### config.mk
export PLATFORM = sky130hd
export DESIGN_NAME = logicnet_input_packer_flat
export DESIGN_NICKNAME = d
export VERILOG_FILES = /design/src/rtl/logicnet_input_packer_if.sv /design/src/rtl/logicnet_input_packer.sv /design/src/flat_wrapper.sv
export SDC_FILE = /design/constraint.sdc
export NUM_CORES = 1
export LEC_CHECK = 0
export ABC_AREA = 1
export CAP_MARGIN = 20
export CORE_MARGIN = 3
export CORE_UTILIZATION = 35
export CTS_CLUSTER_DIAMETER = 120
export DETAILED_ROUTE_END_ITERATION = 7
export DONT_BUFFER_PORTS = 1
export PLACE_DENSITY = 0.6
export SLEW_MARGIN = 20
export SYNTH_ARGS = -nofsm -noshare
export SYNTH_HDL_FRONTEND = slang
export SYNTH_SLANG_ARGS = --single-unit
### constraint.sdc
create_clock -name clk -period 4.1 [get_ports clk]
set_input_delay 1.23 -clock clk [delete_from_list [all_inputs] [get_ports clk]]
set_output_delay 1.23 -clock clk [all_outputs]
set_load 0.005 [all_outputs]
### src/rtl/logicnet_input_packer_if.sv
// Handshake bundle between the feature stream source, the input packer and layer 0.
// The slave modport is the packer's view of the bundle; the master modport is the source/sink side.
interface logicnet_input_packer_if #(
  parameter int unsigned FEAT_W = 16,
  parameter int unsigned QBITS  = 2,
  parameter int unsigned N_FEAT = 64
);
  logic                      s_valid;
  logic                      s_ready;
  logic [FEAT_W-1:0]         s_data;
  logic                      s_last;
  logic                      m_valid;
  logic                      m_ready;
  logic [N_FEAT*QBITS-1:0]   m_data;
  logic                      err;

  modport master (
    output s_valid, s_data, s_last, m_ready,
    input  s_ready, m_valid, m_data, err
  );

  modport slave (
    input  s_valid, s_data, s_last, m_ready,
    output s_ready, m_valid, m_data, err
  );
endinterface

### src/rtl/logicnet_input_packer.sv
// Quantizes a serial feature stream into QBITS codes and packs N_FEAT of them per output vector.
// Optional s_last framing check and sticky err flag: LOGICNET_PACKER_LAST_CHECK_EN.
module logicnet_input_packer #(
  parameter int unsigned FEAT_W = 16,
  parameter int unsigned QBITS  = 2,
  parameter int unsigned SHIFT  = 8,
  parameter int unsigned N_FEAT = 64
) (
  input logic                    clk,
  input logic                    rst,
  logicnet_input_packer_if.slave bus
);
  localparam int unsigned VEC_W = N_FEAT * QBITS;
  localparam int unsigned CNT_W = $clog2(N_FEAT);
  localparam logic [CNT_W-1:0] LAST_IDX = CNT_W'(N_FEAT - 1);
  localparam int QMAX_I = (2 ** (QBITS - 1)) - 1;
  localparam int QMIN_I = -(2 ** (QBITS - 1));
  localparam logic signed [FEAT_W-1:0] QMAX = FEAT_W'(QMAX_I);
  localparam logic signed [FEAT_W-1:0] QMIN = FEAT_W'(QMIN_I);

  typedef enum logic [0:0] {StFill, StPend} state_e;

  state_e              r_state;
  logic [CNT_W-1:0]    r_cnt;
  logic [VEC_W-1:0]    r_fill;
  logic [VEC_W-1:0]    r_out;
  logic                r_valid;

  logic signed [FEAT_W-1:0] w_shift;
  logic signed [FEAT_W-1:0] w_sat;
  logic [QBITS-1:0]         w_code;
  logic [VEC_W-1:0]         w_fill_next;
  logic                     w_accept;
  logic                     w_last_slot;
  logic                     w_complete;
  logic                     w_out_free;
  logic                     w_abort;

  assign w_shift = $signed(bus.s_data) >>> SHIFT;

  always_comb begin
    if (w_shift > QMAX) begin
      w_sat = QMAX;
    end else if (w_shift < QMIN) begin
      w_sat = QMIN;
    end else begin
      w_sat = w_shift;
    end
  end

  assign w_code = w_sat[QBITS-1:0];

  // Fill vector as it will look once the current beat lands, so a completing
  // frame can be forwarded to the output register on the same edge.
  always_comb begin
    w_fill_next = r_fill;
    w_fill_next[int'(r_cnt) * QBITS +: QBITS] = w_code;
  end

  // Registered state only; rst gating keeps the source stalled during reset.
  assign bus.s_ready = (r_state == StFill) && !rst;
  assign w_accept    = bus.s_valid && bus.s_ready;
  assign w_last_slot = (r_cnt == LAST_IDX);
  assign w_complete  = w_accept && w_last_slot;
  assign w_out_free  = !r_valid || bus.m_ready;

`ifdef LOGICNET_PACKER_LAST_CHECK_EN
  logic r_err;
  logic w_missing_last;

  assign w_abort        = w_accept && bus.s_last && !w_last_slot;
  assign w_missing_last = w_accept && w_last_slot && !bus.s_last;
  assign bus.err        = r_err;

  always_ff @(posedge clk) begin
    if (rst) begin
      r_err <= 1'b0;
    end else if (w_abort || w_missing_last) begin
      r_err <= 1'b1;
    end
  end
`else
  logic w_unused_last;

  assign w_abort       = 1'b0;
  assign w_unused_last = bus.s_last;
  assign bus.err       = 1'b0;
`endif

  always_ff @(posedge clk) begin
    if (rst) begin
      r_state <= StFill;
      r_cnt   <= '0;
      r_fill  <= '0;
      r_out   <= '0;
      r_valid <= 1'b0;
    end else begin
      if (w_accept) begin
        r_fill <= w_fill_next;
        r_cnt  <= (w_last_slot || w_abort) ? '0 : r_cnt + 1'b1;
      end
      case (r_state)
        StFill: begin
          if (w_complete && w_out_free) begin
            r_out   <= w_fill_next;
            r_valid <= 1'b1;
          end else if (w_complete) begin
            r_state <= StPend;
          end else if (r_valid && bus.m_ready) begin
            r_valid <= 1'b0;
          end
        end
        StPend: begin
          // Output is always occupied here; a handshake swaps in the held frame.
          if (bus.m_ready) begin
            r_out   <= r_fill;
            r_state <= StFill;
          end
        end
        default: r_state <= StFill;
      endcase
    end
  end

  assign bus.m_valid = r_valid;
  assign bus.m_data  = r_out;
endmodule

### src/flat_wrapper.sv
// flat-port wrapper written by rule: the top's interface ports become plain ports
module logicnet_input_packer_flat 
#(
  parameter int unsigned FEAT_W = 16,
  parameter int unsigned QBITS  = 2,
  parameter int unsigned SHIFT  = 8,
  parameter int unsigned N_FEAT = 64
)
  (clk, rst, bus_s_valid, bus_s_data, bus_s_last, bus_m_ready, bus_s_ready, bus_m_valid, bus_m_data, bus_err);
  logicnet_input_packer_if #(.FEAT_W(FEAT_W), .QBITS(QBITS), .N_FEAT(N_FEAT)) bus_i ();
  input logic clk;
  input logic rst;
  input wire logic [$bits(bus_i.s_valid)-1:0] bus_s_valid;
  input wire logic [$bits(bus_i.s_data)-1:0] bus_s_data;
  input wire logic [$bits(bus_i.s_last)-1:0] bus_s_last;
  input wire logic [$bits(bus_i.m_ready)-1:0] bus_m_ready;
  output wire logic [$bits(bus_i.s_ready)-1:0] bus_s_ready;
  output wire logic [$bits(bus_i.m_valid)-1:0] bus_m_valid;
  output wire logic [$bits(bus_i.m_data)-1:0] bus_m_data;
  output wire logic [$bits(bus_i.err)-1:0] bus_err;
  assign bus_i.s_valid = bus_s_valid;
  assign bus_i.s_data = bus_s_data;
  assign bus_i.s_last = bus_s_last;
  assign bus_i.m_ready = bus_m_ready;
  assign bus_s_ready = bus_i.s_ready;
  assign bus_m_valid = bus_i.m_valid;
  assign bus_m_data = bus_i.m_data;
  assign bus_err = bus_i.err;
  logicnet_input_packer #(.FEAT_W(FEAT_W), .QBITS(QBITS), .SHIFT(SHIFT), .N_FEAT(N_FEAT)) u_core (.clk(clk), .rst(rst), .bus(bus_i));
endmodule
; Word-level counts from Yosys, hierarchy flattened
; Cells that the tools add are included.
[word_totals]
ff_bits = 264
elab_cells = 41
in_bits = 21
[classes]
n_shift = 2
n_eq_ne = 4
bitwise_logic = 1
addsub = 2
order_cmp = 2
reduce_logical = 11
n_mux = 14
[op_table]
columns = op, n
row1 = 128-bit 2-to-1 mux, 2
row2 = 128-bit one-hot mux with 2 select lines, 1
row3 = 128-bit bitwise mux, 1
row4 = "2-bit by 34-bit variable shift with 128-bit output, first input constant", 1
row5 = 2-bit by 34-bit indexed part select with 128-bit output, 1
row6 = 7-bit negation with 34-bit output, 1
row7 = "8-bit by 2-bit > comparator with 1-bit output, second input constant", 1
row8 = "8-bit by 2-bit < comparator with 1-bit output, second input constant", 1
row9 = "6-bit by 1-bit adder with 6-bit output, second input constant", 1
row10 = "6-bit equality test, second input constant", 1
row11 = 1-bit 2-to-1 mux, 6
row12 = 6-bit 2-to-1 mux, 1
row13 = "2-bit inequality test, second input constant", 3
row14 = 1-bit logical AND, 5
row15 = 2-bit 2-to-1 mux, 2
row16 = 3-bit AND reduction, 1
row17 = 1-bit zero test, 2
row18 = 1-bit one-hot mux with 2 select lines, 1
row19 = 2-bit AND reduction, 1
row20 = 2-bit nonzero test, 1
row21 = 1-bit logical OR, 1
row22 = 1-bit NOT, 1

; Depth between registers and ports, before layout
[depth]
ltp_word = 7
depth_mapped = 16
depth_no_buf = 16

; Worst setup path after synthesis
; OpenSTA, ideal clock, no wires.
[synth_path]
path_kind = input-to-output
start = input rst
end = output bus_s_ready
t_arrival_ns = 1.476
n_path_buf = 1
stages = 2
slack_ns = 1.394
cell_sequence = buf_2 > nor2_4
[synth_via]
elab_chain_cells = 2
[synth_lines]
columns = item, line
row1 = "start, declared", flat_wrapper.sv:12  ; input logic rst;
row2 = 1-bit zero test, logicnet_input_packer.sv:61  ; assign bus.s_ready = (r_state == StFill) && !rst;
row3 = 1-bit logical AND, logicnet_input_packer.sv:61
row4 = "end, declared", flat_wrapper.sv:17  ; output wire logic [$bits(bus_i.s_ready)-1:0] bus_s_ready;
; No other way between the ends.

; Worst setup path after layout
[layout_path]
start = register u_core.r_cnt[1]
end = register u_core.r_out[75], in the netlist u_core.bus.m_data[75]
[layout_via]
elab_chain_cells = 5
[layout_lines]
columns = item, line
row1 = "start, declared", logicnet_input_packer.sv:24  ; logic [CNT_W-1:0] r_cnt;
row2 = "start signal, assigned", logicnet_input_packer.sv:100  ; r_cnt <= (w_last_slot || w_abort) ? '0 : r_cnt + 1'b1;
row3 = 7-bit negation with 34-bit output / 6-bit equality test (equally long branches), "logicnet_input_packer.sv:57, logicnet_input_packer.sv:63"
row4 = 2-bit by 34-bit indexed part select with 128-bit output (tied with other cells), logicnet_input_packer.sv:57  ; w_fill_next[int'(r_cnt) * QBITS +: QBITS] = w_code;
row5 = 128-bit bitwise mux / 1-bit logical AND (equally long branches), "logicnet_input_packer.sv:57, logicnet_input_packer.sv:104"
row6 = 128-bit 2-to-1 mux / 2-bit inequality test (equally long branches), -
row7 = 128-bit one-hot mux with 2 select lines / 2-bit AND reduction (equally long branches), -
row8 = "end signal, assigned", logicnet_input_packer.sv:105  ; r_out <= w_fill_next;
row9 = "end signal, assigned", logicnet_input_packer.sv:116  ; r_out <= r_fill;
row10 = "end, declared", logicnet_input_packer.sv:26  ; logic [VEC_W-1:0] r_out;
; Several ways; a longest one is shown, not always the timed one. The select of a mux whose other input is x is not followed.
; A chain may end at the register's enable or synchronous reset.

==> impl_metrics.json <==
{
  "grtUsageTotal": 0.216,
  "skew_ns": 0.0349,
  "cts_tree": "yes",
  "drtIter0Drc": 1351,
  "path_clk_slew_ns": 0.06,
  "fmax_mhz": 331,
  "num_io_pins": 152,
  "grt_max_degree": 190,
  "slowest_stage": "ha_1",
  "drive_above_1_share": 0.0576,
  "synth_top_area_frac": 0.402,
  "powerDensity_mw_per_mm2": 421,
  "ys_seq_area_frac": 0.402,
  "cp-end-kind": "flip-flop",
  "max_stage_delay_ns": 0.52,
  "fillCellCount": 3892,
  "h-tree-depth": 1,
  "synth_area_mm2": 0.0132,
  "tightest_slew_ns": 1.06,
  "ff_latch_area_mm2": 0.00529,
  "utilization": 0.395,
  "syn-num-nets": 2058,
  "drt-vias-per-instance": 5.31,
  "crit_chain": "inv_1, ha_1, inv_1, nor2_1, inv_1, nor2_1, inv_1, nor2_1, nand4_1, nand3_1, nand2_1, a21oi_1",
  "die_h_um": 200,
  "cp_top_family": "simple AND/OR/NAND/NOR gates",
  "syn_inst": 2034,
  "dr.pass1.iters": 6,
  "reg2reg_depth": 12,
  "synth_edf_count": 0,
  "final_nets": 1983,
  "postRouteWirelength_um": 44200,
  "dieArea_mm2": 0.0400,
  "rows": 70,
  "via_count": 13200,
  "cp.arrival_ns": 3.51,
  "async_flop_share": 0,
  "grt_pass1_wl_um": 68800,
  "synth_fa_ha_area_frac": 0.00285,
  "port_buffers": 0,
  "initial_core_util": 0.357,
  "path_max_fanout": 8,
  "post_cts_resize_count": 0,
  "antenna_found_initial": 0,
  "drc": 0,
  "synth_cell_type_count": 35,
  "fin_setup_tns_ns": 0,
  "cts_buffers": 30,
  "required_ns": 4.59,
  "clockBufferDepth": 3,
  "clk_latency_ns": 0.59,
  "diodes": 0,
  "fin_ws_ns": 1.08,
  "min_period_ns": 3.02,
  "post-cts-setup-buffers": 0,
  "status": "finished clean",
  "rsz0062_at_grt": "no",
  "syn_avg_cell_area_um2": 6.47,
  "synth_seq_cells": 264,
  "synth_common_cells": "nand2_1 (537), dfxtp_1 (264), a21oi_1 (241)",
  "dp_hpwl_um": 29700,
  "grt_remaining_overflow": 0,
  "die_x_um": 200,
  "drv_cap": 0,
  "whs_path_depth": 2,
  "ctsHoldBuffers": 0,
  "cts-root-buf": "clkbuf_16",
  "gp_congestion": 0.947,
  "synth-xor-area-share": 0.00133,
  "synth-simple-area-share": 0.279,
  "hold_viol": 0,
  "stdcell_count": 2484,
  "cpMostUsedCell": "inv_1",
  "yosysMostFrequentCell": "nand2_1",
  "synth_top_family_by_area": "simple AND/OR/NAND/NOR gates",
  "post-place-ws_ns": 0.486,
  "yosysWarnings": 0,
  "min_path_type": "reg -> reg",
  "core_mm2": 0.0369,
  "place_inst": 2430,
  "cts.sinks": 264,
  "synth-compound-area-share": 0.214,
  "synth.area.top_cells": "dfxtp_1 (40%), nand2_1 (15%), a21oi_1 (9.2%)",
  "power_mw": 6.13,
  "slew_headroom": 0.294,
  "antenna_left": 0,
  "grt_pass1_vias": 11900,
  "p_leak_nw": 6.16,
  "muxShareOfSynthArea": 0,
  "multi_input_area_mm2": 0.00654,
  "fin_crit_sh": 0.736,
  "peakVddDrop_uv": 208,
  "synth_top_area_cell": "dfxtp_1",
  "wl_per_cell_um": 17.8,
  "slew_violations": 0,
  "cp.depth": 12,
  "cp-start-kind": "flip-flop",
  "path_buf_inv": 4,
  "setup_violations": 0,
  "path_class": "reg -> reg",
  "synth-main-ff-cell": "dfxtp_1",
  "area_delta_synth_final_pct": 10.5
}
power breakdown:
| group | switching [mW] | total [mW] | internal [mW] |
|---|---|---|---|
| Clock | 1.12 | 2.95 | 1.83 |
| Sequential | 0.0428 | 2.69 | 2.65 |
| Combinational | 0.353 | 0.487 | 0.135 |
path summary, 6_finish.rpt:
kind                          from                     to  slack [ns]
max                u_core.r_cnt[1]  u_core.bus.m_data[75]        1.08
min          u_core.bus.m_data[46]  u_core.bus.m_data[46]        0.48
max reg2reg        u_core.r_cnt[1]  u_core.bus.m_data[75]        1.08
min reg2reg  u_core.bus.m_data[46]  u_core.bus.m_data[46]        0.48
logic make-up after synthesis:
group	count (synthesis)
AOI/OAI and AO/OA	541
xor gates and xnor gates	2
adders and majority gates	3
buffers and inverters	337
DFF	264
other	1
and+or+nand+nor	886
final cells by class:
cell class / instances / area share
clock buffers: 43 / 0.0618
clock inverters: 10 / 0.0131
inverters: 208 / 0.0542
multi-input cells: 1433 / 0.450
flip-flops and latches: 264 / 0.364
well taps: 504 / 0.0433
repair buffers: 22 / 0.0144
registers in the layout, indices dropped and copies added, names as in the netlist:
register and cells:
u_core.bus.m_data 128, u_core.bus.m_valid 1, u_core.r_state 1, u_core.r_cnt 6
u_core.r_fill 128
worst reg2reg max path, delay by kind of cell (launching register included):
kind	cells	cell delay, ns
adder cells (fa/ha/maj)	1	0.52
flip-flops	1	0.38
buffers and inverters	4	0.67
AND/OR/NAND/NOR	6	1.23
AO/OA/AOI/OAI	1	0.13
per-layer routing:
metal	up-vias	GRT usage	wire, um
met5	-	0	0
met4	0	0.0659	1350
met3	79	0.0426	3880
met2	500	0.335	19300
met1	6130	0.304	19700
li1	6487	-	-
cells in the final DEF, fill, tap and decap left out, drive strengths merged:
cell type and n:
nand2 541, dfxtp 264, a21oi 241, o21ai 241, inv 203, nor2 184
nand3 132, clkbuf 43, a31oi 33, buf 22, o31ai 20, nand4 17
nor3 10, clkinv 10, bufinv 5, o211ai 4, ha 3, a31o 2
xnor2 1, nor4 1, nor3b 1, xor2 1, conb 1
stage by stage:
stage | hold WS [ns] | area (um^2)
after floorplan | 0.453 | 13200
after global placement | 0.463 | 13400
after detailed placement | 0.471 | 13400
after CTS | 0.480 | 14500
after global routing | 0.492 | 14500
final | 0.477 | 14500
Note: power is estimated with default switching activity, not from simulation.
